## src/rtl/mem_issue_queue_pkg.sv

```systemverilog
// rtl/mem_issue_queue_pkg.sv - shared instruction, control and queue-entry types for the memory issue queue
package rv32i_types;

    // Tags are stored zero-extended so entry structs stay fixed while TAG_W remains a module parameter.
    localparam int TAG_W_MAX = 8;

    typedef enum logic [1:0] {
        mm_none = 2'd0,
        ld      = 2'd1,
        st      = 2'd2
    } mm_op_t;

    typedef struct packed {
        logic        valid;
        logic [31:0] pc;
        logic [4:0]  rd_addr;
        logic [31:0] rs1_data;
        logic [31:0] rs2_data;
        logic [31:0] imm;
    } ooo_instr_t;

    typedef struct packed {
        mm_op_t     mm_op_sel;
        logic [2:0] funct3;
    } ctrl_word_t;

    typedef struct packed {
        ooo_instr_t           instr;
        ctrl_word_t           ctrl;
        logic [TAG_W_MAX-1:0] rob_id;
        logic [TAG_W_MAX-1:0] rs1_tag;
        logic [TAG_W_MAX-1:0] rs2_tag;
        logic                 rs1_ready;
        logic                 rs2_ready;
        logic                 valid;
    } mem_q_entry_t;

    typedef enum logic [1:0] {
        IDLE   = 2'd0,
        ISSUE  = 2'd1,
        SQUASH = 2'd2
    } mem_q_state_t;

    // Stores may only touch memory once they are the oldest instruction in the ROB.
    function automatic logic can_issue(mem_q_entry_t e, logic [TAG_W_MAX-1:0] head_id);
        if (e.ctrl.mm_op_sel == st) begin
            return e.rs1_ready && e.rs2_ready && (e.rob_id == head_id);
        end
        return e.rs1_ready;
    endfunction

endpackage

```

## src/rtl/mem_issue_queue_wakeup.sv

```systemverilog
// rtl/mem_issue_queue_wakeup.sv - one operand slot: CDB tag compare and data capture
module mem_q_wakeup
    import rv32i_types::*;
(
    input  logic                 valid,
    input  logic                 ready_in,
    input  logic [TAG_W_MAX-1:0] tag,
    input  logic [31:0]          data_in,
    input  logic                 cdb_valid,
    input  logic [TAG_W_MAX-1:0] cdb_tag,
    input  logic [31:0]          cdb_data,
    output logic                 ready_out,
    output logic [31:0]          data_out
);
    logic hit;

    assign hit       = valid && !ready_in && cdb_valid && (tag == cdb_tag);
    assign ready_out = ready_in || hit;
    assign data_out  = hit ? cdb_data : data_in;

endmodule

```

## src/rtl/mem_issue_queue.sv

```systemverilog
// rtl/mem_issue_queue.sv - in-order load/store issue queue feeding mem_fu with CDB wakeup
// Optional MEM_Q_PERF_EN adds saturating load/store/stall counters.
module mem_issue_queue
    import rv32i_types::*;
#(
    parameter int DEPTH = 8,
    parameter int TAG_W = 5
) (
    input  logic             clk,
    input  logic             rst,
    input  logic             dispatch_valid,
    input  ooo_instr_t       dispatch_instr,
    input  ctrl_word_t       dispatch_ctrl_word,
    input  logic [TAG_W-1:0] dispatch_rob_id,
    input  logic [TAG_W-1:0] dispatch_rs1_tag,
    input  logic [TAG_W-1:0] dispatch_rs2_tag,
    input  logic             dispatch_rs1_ready,
    input  logic             dispatch_rs2_ready,
    input  logic             cdb_valid,
    input  logic [TAG_W-1:0] cdb_tag,
    input  logic [31:0]      cdb_data,
    input  logic [TAG_W-1:0] rob_head_id,
    input  logic             flush,
    input  logic             dmem_resp,
    output ooo_instr_t       mem_issue_instr,
    output ctrl_word_t       mem_issue_ctrl_word,
    output logic             mem_result_squash,
    output logic             mem_q_full
`ifdef MEM_Q_PERF_EN
   ,output logic [31:0]      perf_loads,
    output logic [31:0]      perf_stores,
    output logic [31:0]      perf_stall_cycles
`endif
);
    localparam int IDX_W = $clog2(DEPTH);
    localparam int PTR_W = IDX_W + 1;

    mem_q_entry_t entries_q [DEPTH];
    mem_q_entry_t entries_d [DEPTH];
    mem_q_entry_t src       [DEPTH];
    mem_q_entry_t woken     [DEPTH];
    logic         rs1_rdy_w [DEPTH];
    logic         rs2_rdy_w [DEPTH];
    logic [31:0]  rs1_dat_w [DEPTH];
    logic [31:0]  rs2_dat_w [DEPTH];

    logic [PTR_W-1:0]     head_q, head_d, tail_q, tail_d;
    mem_q_state_t         state_q, state_d;
    ooo_instr_t           issue_instr_q, issue_instr_d;
    ctrl_word_t           issue_ctrl_q, issue_ctrl_d;
    logic [IDX_W-1:0]     head_idx, next_idx, tail_idx;
    logic [TAG_W_MAX-1:0] cdb_tag_x, head_id_x;
    mem_q_entry_t         disp_entry, head_e, next_e;
    logic                 enq, pop, keep_store;

    assign head_idx  = head_q[IDX_W-1:0];
    assign next_idx  = head_idx + IDX_W'(1);
    assign tail_idx  = tail_q[IDX_W-1:0];
    assign cdb_tag_x = TAG_W_MAX'(cdb_tag);
    assign head_id_x = TAG_W_MAX'(rob_head_id);

    assign mem_q_full          = (head_q[IDX_W-1:0] == tail_q[IDX_W-1:0]) && (head_q[IDX_W] != tail_q[IDX_W]);
    assign mem_result_squash   = (state_q == SQUASH) && dmem_resp;
    assign mem_issue_instr     = issue_instr_q;
    assign mem_issue_ctrl_word = issue_ctrl_q;

    // A slot popped while full may be refilled in the same cycle.
    assign pop = (state_q == ISSUE) && dmem_resp;
    assign enq = dispatch_valid && !flush && (!mem_q_full || pop);

    always_comb begin
        disp_entry           = '0;
        disp_entry.instr     = dispatch_instr;
        disp_entry.ctrl      = dispatch_ctrl_word;
        disp_entry.rob_id    = TAG_W_MAX'(dispatch_rob_id);
        disp_entry.rs1_tag   = TAG_W_MAX'(dispatch_rs1_tag);
        disp_entry.rs2_tag   = TAG_W_MAX'(dispatch_rs2_tag);
        disp_entry.rs1_ready = dispatch_rs1_ready;
        disp_entry.rs2_ready = dispatch_rs2_ready;
        disp_entry.valid     = 1'b1;
    end

    // The incoming entry passes through the same wakeup as stored ones, so a same-cycle broadcast is caught.
    always_comb begin
        for (int i = 0; i < DEPTH; i++) begin
            src[i] = (enq && (tail_idx == IDX_W'(i))) ? disp_entry : entries_q[i];
        end
    end

    for (genvar g = 0; g < DEPTH; g++) begin : g_entry
        mem_q_wakeup u_rs1 (
            .valid(src[g].valid), .ready_in(src[g].rs1_ready), .tag(src[g].rs1_tag),
            .data_in(src[g].instr.rs1_data), .cdb_valid(cdb_valid), .cdb_tag(cdb_tag_x),
            .cdb_data(cdb_data), .ready_out(rs1_rdy_w[g]), .data_out(rs1_dat_w[g])
        );
        mem_q_wakeup u_rs2 (
            .valid(src[g].valid), .ready_in(src[g].rs2_ready), .tag(src[g].rs2_tag),
            .data_in(src[g].instr.rs2_data), .cdb_valid(cdb_valid), .cdb_tag(cdb_tag_x),
            .cdb_data(cdb_data), .ready_out(rs2_rdy_w[g]), .data_out(rs2_dat_w[g])
        );
    end

    always_comb begin
        for (int i = 0; i < DEPTH; i++) begin
            woken[i]                = src[i];
            woken[i].rs1_ready      = rs1_rdy_w[i];
            woken[i].rs2_ready      = rs2_rdy_w[i];
            woken[i].instr.rs1_data = rs1_dat_w[i];
            woken[i].instr.rs2_data = rs2_dat_w[i];
        end
    end

    always_comb begin
        state_d       = state_q;
        head_d        = head_q;
        tail_d        = tail_q;
        issue_instr_d = issue_instr_q;
        issue_ctrl_d  = issue_ctrl_q;
        keep_store    = 1'b0;
        head_e        = woken[head_idx];
        next_e        = woken[next_idx];
        for (int i = 0; i < DEPTH; i++) begin
            entries_d[i] = woken[i];
        end

        if (pop) begin
            head_d = head_q + PTR_W'(1);
            if (!(enq && (tail_idx == head_idx))) begin
                entries_d[head_idx].valid = 1'b0;
            end
        end
        if (enq) begin
            tail_d = tail_q + PTR_W'(1);
        end

        case (state_q)
            IDLE: begin
                if (!flush && entries_q[head_idx].valid && can_issue(head_e, head_id_x)) begin
                    issue_instr_d       = head_e.instr;
                    issue_instr_d.valid = 1'b1;
                    issue_ctrl_d        = head_e.ctrl;
                    state_d             = ISSUE;
                end
            end
            ISSUE: begin
                if (dmem_resp) begin
                    if (!flush && entries_q[next_idx].valid && can_issue(next_e, head_id_x)) begin
                        issue_instr_d       = next_e.instr;
                        issue_instr_d.valid = 1'b1;
                        issue_ctrl_d        = next_e.ctrl;
                    end else begin
                        issue_instr_d = '0;
                        issue_ctrl_d  = '0;
                        state_d       = IDLE;
                    end
                end else if (flush) begin
                    // A load already sent to memory cannot be recalled; a store is committing and survives.
                    if (issue_ctrl_q.mm_op_sel == st) begin
                        keep_store = 1'b1;
                    end else begin
                        state_d = SQUASH;
                    end
                end
            end
            SQUASH: begin
                if (dmem_resp) begin
                    issue_instr_d = '0;
                    issue_ctrl_d  = '0;
                    state_d       = IDLE;
                end
            end
            default: state_d = IDLE;
        endcase

        if (flush) begin
            for (int i = 0; i < DEPTH; i++) begin
                entries_d[i].valid = 1'b0;
            end
            if (keep_store) begin
                entries_d[head_idx].valid = 1'b1;
                tail_d                    = head_q + PTR_W'(1);
            end else begin
                tail_d = head_d;
            end
        end
    end

    always_ff @(posedge clk or posedge rst) begin
        if (rst) begin
            state_q       <= IDLE;
            head_q        <= '0;
            tail_q        <= '0;
            issue_instr_q <= '0;
            issue_ctrl_q  <= '0;
            for (int i = 0; i < DEPTH; i++) begin
                entries_q[i] <= '0;
            end
        end else begin
            state_q       <= state_d;
            head_q        <= head_d;
            tail_q        <= tail_d;
            issue_instr_q <= issue_instr_d;
            issue_ctrl_q  <= issue_ctrl_d;
            for (int i = 0; i < DEPTH; i++) begin
                entries_q[i] <= entries_d[i];
            end
        end
    end

`ifdef MEM_Q_PERF_EN
    logic [31:0] perf_loads_q, perf_loads_d;
    logic [31:0] perf_stores_q, perf_stores_d;
    logic [31:0] perf_stall_q, perf_stall_d;

    always_comb begin
        perf_loads_d  = perf_loads_q;
        perf_stores_d = perf_stores_q;
        perf_stall_d  = perf_stall_q;
        if (pop && (issue_ctrl_q.mm_op_sel == ld) && (perf_loads_q != '1)) begin
            perf_loads_d = perf_loads_q + 32'd1;
        end
        if (pop && (issue_ctrl_q.mm_op_sel == st) && (perf_stores_q != '1)) begin
            perf_stores_d = perf_stores_q + 32'd1;
        end
        if ((state_q == IDLE) && entries_q[head_idx].valid && !can_issue(head_e, head_id_x)
            && (perf_stall_q != '1)) begin
            perf_stall_d = perf_stall_q + 32'd1;
        end
    end

    always_ff @(posedge clk or posedge rst) begin
        if (rst) begin
            perf_loads_q  <= '0;
            perf_stores_q <= '0;
            perf_stall_q  <= '0;
        end else begin
            perf_loads_q  <= perf_loads_d;
            perf_stores_q <= perf_stores_d;
            perf_stall_q  <= perf_stall_d;
        end
    end

    assign perf_loads        = perf_loads_q;
    assign perf_stores       = perf_stores_q;
    assign perf_stall_cycles = perf_stall_q;
`endif

endmodule
```

## config.mk

```make
export PLATFORM = sky130hd
export DESIGN_NAME = mem_issue_queue
export DESIGN_NICKNAME = d
export VERILOG_FILES = /design/src/rtl/mem_issue_queue_pkg.sv /design/src/rtl/mem_issue_queue_wakeup.sv /design/src/rtl/mem_issue_queue.sv
export SDC_FILE = /design/constraint.sdc
export NUM_CORES = 2
export LEC_CHECK = 0
export CELL_PAD_IN_SITES_DETAIL_PLACEMENT = 0
export CELL_PAD_IN_SITES_GLOBAL_PLACEMENT = 1
export CORE_ASPECT_RATIO = 0.7
export CORE_MARGIN = 4
export CORE_UTILIZATION = 45
export DETAILED_ROUTE_END_ITERATION = 12
export GPL_TIMING_DRIVEN = 0
export PLACE_DENSITY_LB_ADDON = 0.1
export SETUP_SLACK_MARGIN = 0.02
export SYNTH_ARGS = -nofsm -noshare
export SYNTH_HDL_FRONTEND = slang
export SYNTH_HIERARCHICAL = 1
export SYNTH_SLANG_ARGS = --single-unit
```

## constraint.sdc

```tcl
create_clock -name clk -period 58.8 [get_ports clk]
set_clock_uncertainty 0.15 [all_clocks]
set_input_delay 17.64 -clock clk [delete_from_list [all_inputs] [get_ports clk]]
set_output_delay 17.64 -clock clk [all_outputs]
set_load 0.005 [all_outputs]
```

==> results.tsv <==
stage	metric	value	unit
outcome	status	complete, but fails checks	
outcome	violated checks	capacitance limit, slew limit	
power	PD cells	63.5	mW/mm2
layout	share of cells above drive strength 1	24.5	%
synthesis	number of synthesized flops with an enable pin	0	
placed_design	Placer Congestion	0.977	
timing	Final Hold Fails	0	
run	max cap viols	27	
setup_path	Critical Path AT	19.11	ns
layout	Fill cells	16100	
synthesis	Post-synth ARST share	100	%
route	DRT Wirelength	373000	um
floorplan	Die Area	0.190	mm2
setup_path	Reg-to-Reg Start	state_q[1]	
synthesis	cells after synthesis	7199	
global_route	final global-route overflow total	0	
floorplan	Starting Density	45.3	%
clock_network	clock sink count	1469	
setup_path	crit path kind	input port to output port	
global_route	initial antenna violation count	55	
clock_network	CTS tree	built	
setup_path	Startpoint Class	input port	
clock_network	CTS resizes	0	
synthesis	Yosys reg bits	1469	
floorplan	chip width	520	um
floorplan	floorplan row count	131	
clock_network	Clock transition at path regs	0.06	ns
placed_design	Area after DPL	0.0901	mm2
worst_hold_path	startpoint of the lowest-slack hold path	entries_q[689]	
timing	period utilization	62.8	%
clock_network	Num CTS Buffers	157	
synthesis	post-synthesis sequential area ratio	44.6	%
timing	Slew Limit Fails	219	
setup_path	CP endpoint kind	output port	
timing	Max Clk Rate	27.1	MHz
setup_path	Reg2Reg Setup Slack	47.71	ns
synthesis	Synth cell types	90	
timing	slew at the pin closest to its max-slew limit	1.71	ns
placed_design	Detailed Place HPWL	257000	um
clock_network	Root Driver	clkbuf_16	
timing	Slew HR	-14.1	%
route	vias post-DR	67500	
synthesis	syn avg cell area	11.5	um2
route	Detail Route Antenna Nets	0	
setup_path	CP Data Required Time	41.01	ns
route	number of DRC markers in iteration 0	9815	
clock_network	H-tree levels	4	
timing	Final setup viols	0	
worst_hold_path	Hold EP	entries_q[689]	
global_route	largest net degree at the start of global routing	41	
route	Vias per Instance	6.48	
global_route	first-pass GRT wire length	516000	um
floorplan	core area	0.182	mm2
route	DR WL/cell	35.9	um
layout	post-route cell area	0.0955	mm2
global_route	vias in the first global route	65000	
setup_path	worst-path fanout max	5	
layout	area added between synthesis and finish	15.8	%
power	peak supply drop	0.0000466	V
clock_network	clk buf depth	3	
power	leakage	46.8	nW
placed_design	Port Buf Inserts	333	
floorplan	Die Y-Extent	366	um
layout	NumNets Final	8001	
synthesis	Main synth FF type	dfrtp_1	
worst_hold_path	worst hold path class	register to register	
timing	Setup TNS Final	0	ns
timing	Tmin final	36.90	ns
worst_hold_path	hold path cells	1	
synthesis	Synth Cell Area	0.0825	mm2
setup_path	Reg2Reg Depth	25	
floorplan	io pins	345	
clock_network	Clk Latency, worst-skew pair	0.81	ns
global_route	GRT Total Usage	38.0	%
clock_network	# hold bufs at CTS	0	
route	DRC violations left	0	
route	Pre-antenna DRT Iters	9	
timing	RSZ-0062 raised after global routing	no	
setup_path	FF-to-FF End	mem_issue_instr[36]	
synthesis	Yosys warning count	6	
clock_network	postcts setup bufs	0	
-- cell families after synthesis --
family                     count (synthesis)  share of synthesized area, %
muxes                                   1883                          30.0
DFF                                     1469                          44.6
and+or+nand+nor                         1459                          7.76
AOI/OAI and AO/OA                       1179                          10.5
buffers and inverters                   1044                          5.37
xor gates and xnor gates                 153                          1.64
adders and majority gates                 11                         0.167
other                                      1                       0.00455
-- Yosys cell counts (all sizes together), types with 13 or more instances --
cell type	count	area, um2
dfrtp	1469	36800
mux2	1192	15200
nand2	1081	4060
mux2i	479	4790
inv	478	1790
clkbuf	358	1340
o22ai	307	1920
o211ai	217	1630
mux4	212	4770
buf	207	1290
a22oi	155	1160
xor2	138	1210
nor3	115	576
o21ai	104	536
a221o	70	701
a31o	65	569
a31oi	59	375
a221oi	56	490
a22o	53	464
and2	48	300
nand3	39	280
nor2	36	151
nor2b	31	194
nor4	31	300
nand2b	29	181
a21oi	18	105
xnor2	15	146
a41oi	13	114
-- state kept, by name (all words and copies together) (netlist names) --
| register | flops |
|---|---|
| mem_issue_ctrl_word | 5 |
| entries_q | 1320 |
| mem_issue_instr | 134 |
| head_q | 4 |
| state_q | 2 |
| tail_q | 4 |
-- cell type report --
| type | instances | area, um2 | area share, % |
|---|---|---|---|
| timing repair buffer | 381 | 4260 | 4.46 |
| tap | 2460 | 3080 | 3.22 |
| antenna | 36 | 90.1 | 0.0944 |
| sequential | 1469 | 36800 | 38.5 |
| inverter | 479 | 1800 | 1.89 |
| clock buffer | 242 | 4820 | 5.05 |
| multi-input combinational | 4733 | 41500 | 43.4 |
| buffer | 565 | 2710 | 2.84 |
| clock inverter | 41 | 483 | 0.506 |
-- routing by layer --
metal | track usage (%) | part of all wire (%) | vias up
li1 | - | - | 27100
met1 | 55.7 | 43 | 34700
met2 | 49.5 | 39 | 4717
met3 | 15.6 | 14 | 868
met4 | 14.1 | 4.3 | 16
met5 | 0 | 0.025 | -
-- layout by cell type, fill, tap and decap left out, types with 56 or more instances in the layout --
cell	n
a221oi_1	56
o211ai_1	217
mux2_4	465
o22ai_1	307
mux4_2	212
mux2_2	704
a22oi_1	155
dfrtp_1	1469
clkbuf_16	168
buf_2	80
buf_1	63
nor3_1	115
clkdlybuf4s50_1	333
inv_1	476
clkbuf_1	363
a221o_1	70
xor2_1	138
a31oi_1	58
o21ai_0	98
nand2_1	1081
buf_6	56
mux2i_1	479
-- report_power, final --
part	total [mW]	switching, mW	leakage [nW]	internal (mW)
clock network	1.06	0.449	2.62	0.607
logic	3.45	2.11	25.4	1.34
registers	1.56	0.127	18.8	1.43
-- through the flow --
step	cells	power, mW	hold slack, ns	utilization [%]	worst slack, ns
6_report	10400	6.06	0.325	52.4	21.90
5_1_grt	10400	6.27	0.350	52.4	21.90
4_1_cts	10400	5.94	0.334	52.4	21.96
3_5_place_dp	10100	4.87	0.315	49.5	21.98
3_3_place_gp	10000	4.86	0.312	48.9	9.92
2_1_floorplan	7246	3.72	0.294	-	20.67
-- worst max-delay path, cell delays in order --
cell and delay (ns):
clkdlybuf4s50_1 0.77, and2_1 0.20, clkdlybuf4s50_1 0.50
-- how the worst max path moves through the flow --
stage               from                end  slack (ns)  depth (start not counted)
6_report       dmem_resp  mem_result_squash       21.90                          3
2_1_floorplan        rst       entries_q[0]       20.67                          1
5_1_grt        dmem_resp  mem_result_squash       21.90                          3
3_5_place_dp   dmem_resp  mem_result_squash       21.98                          3
4_1_cts        dmem_resp  mem_result_squash       21.96                          3
3_3_place_gp         rst    entries_q[1049]        9.92                          2
No activity file was read; power rests on OpenSTA's default activity.
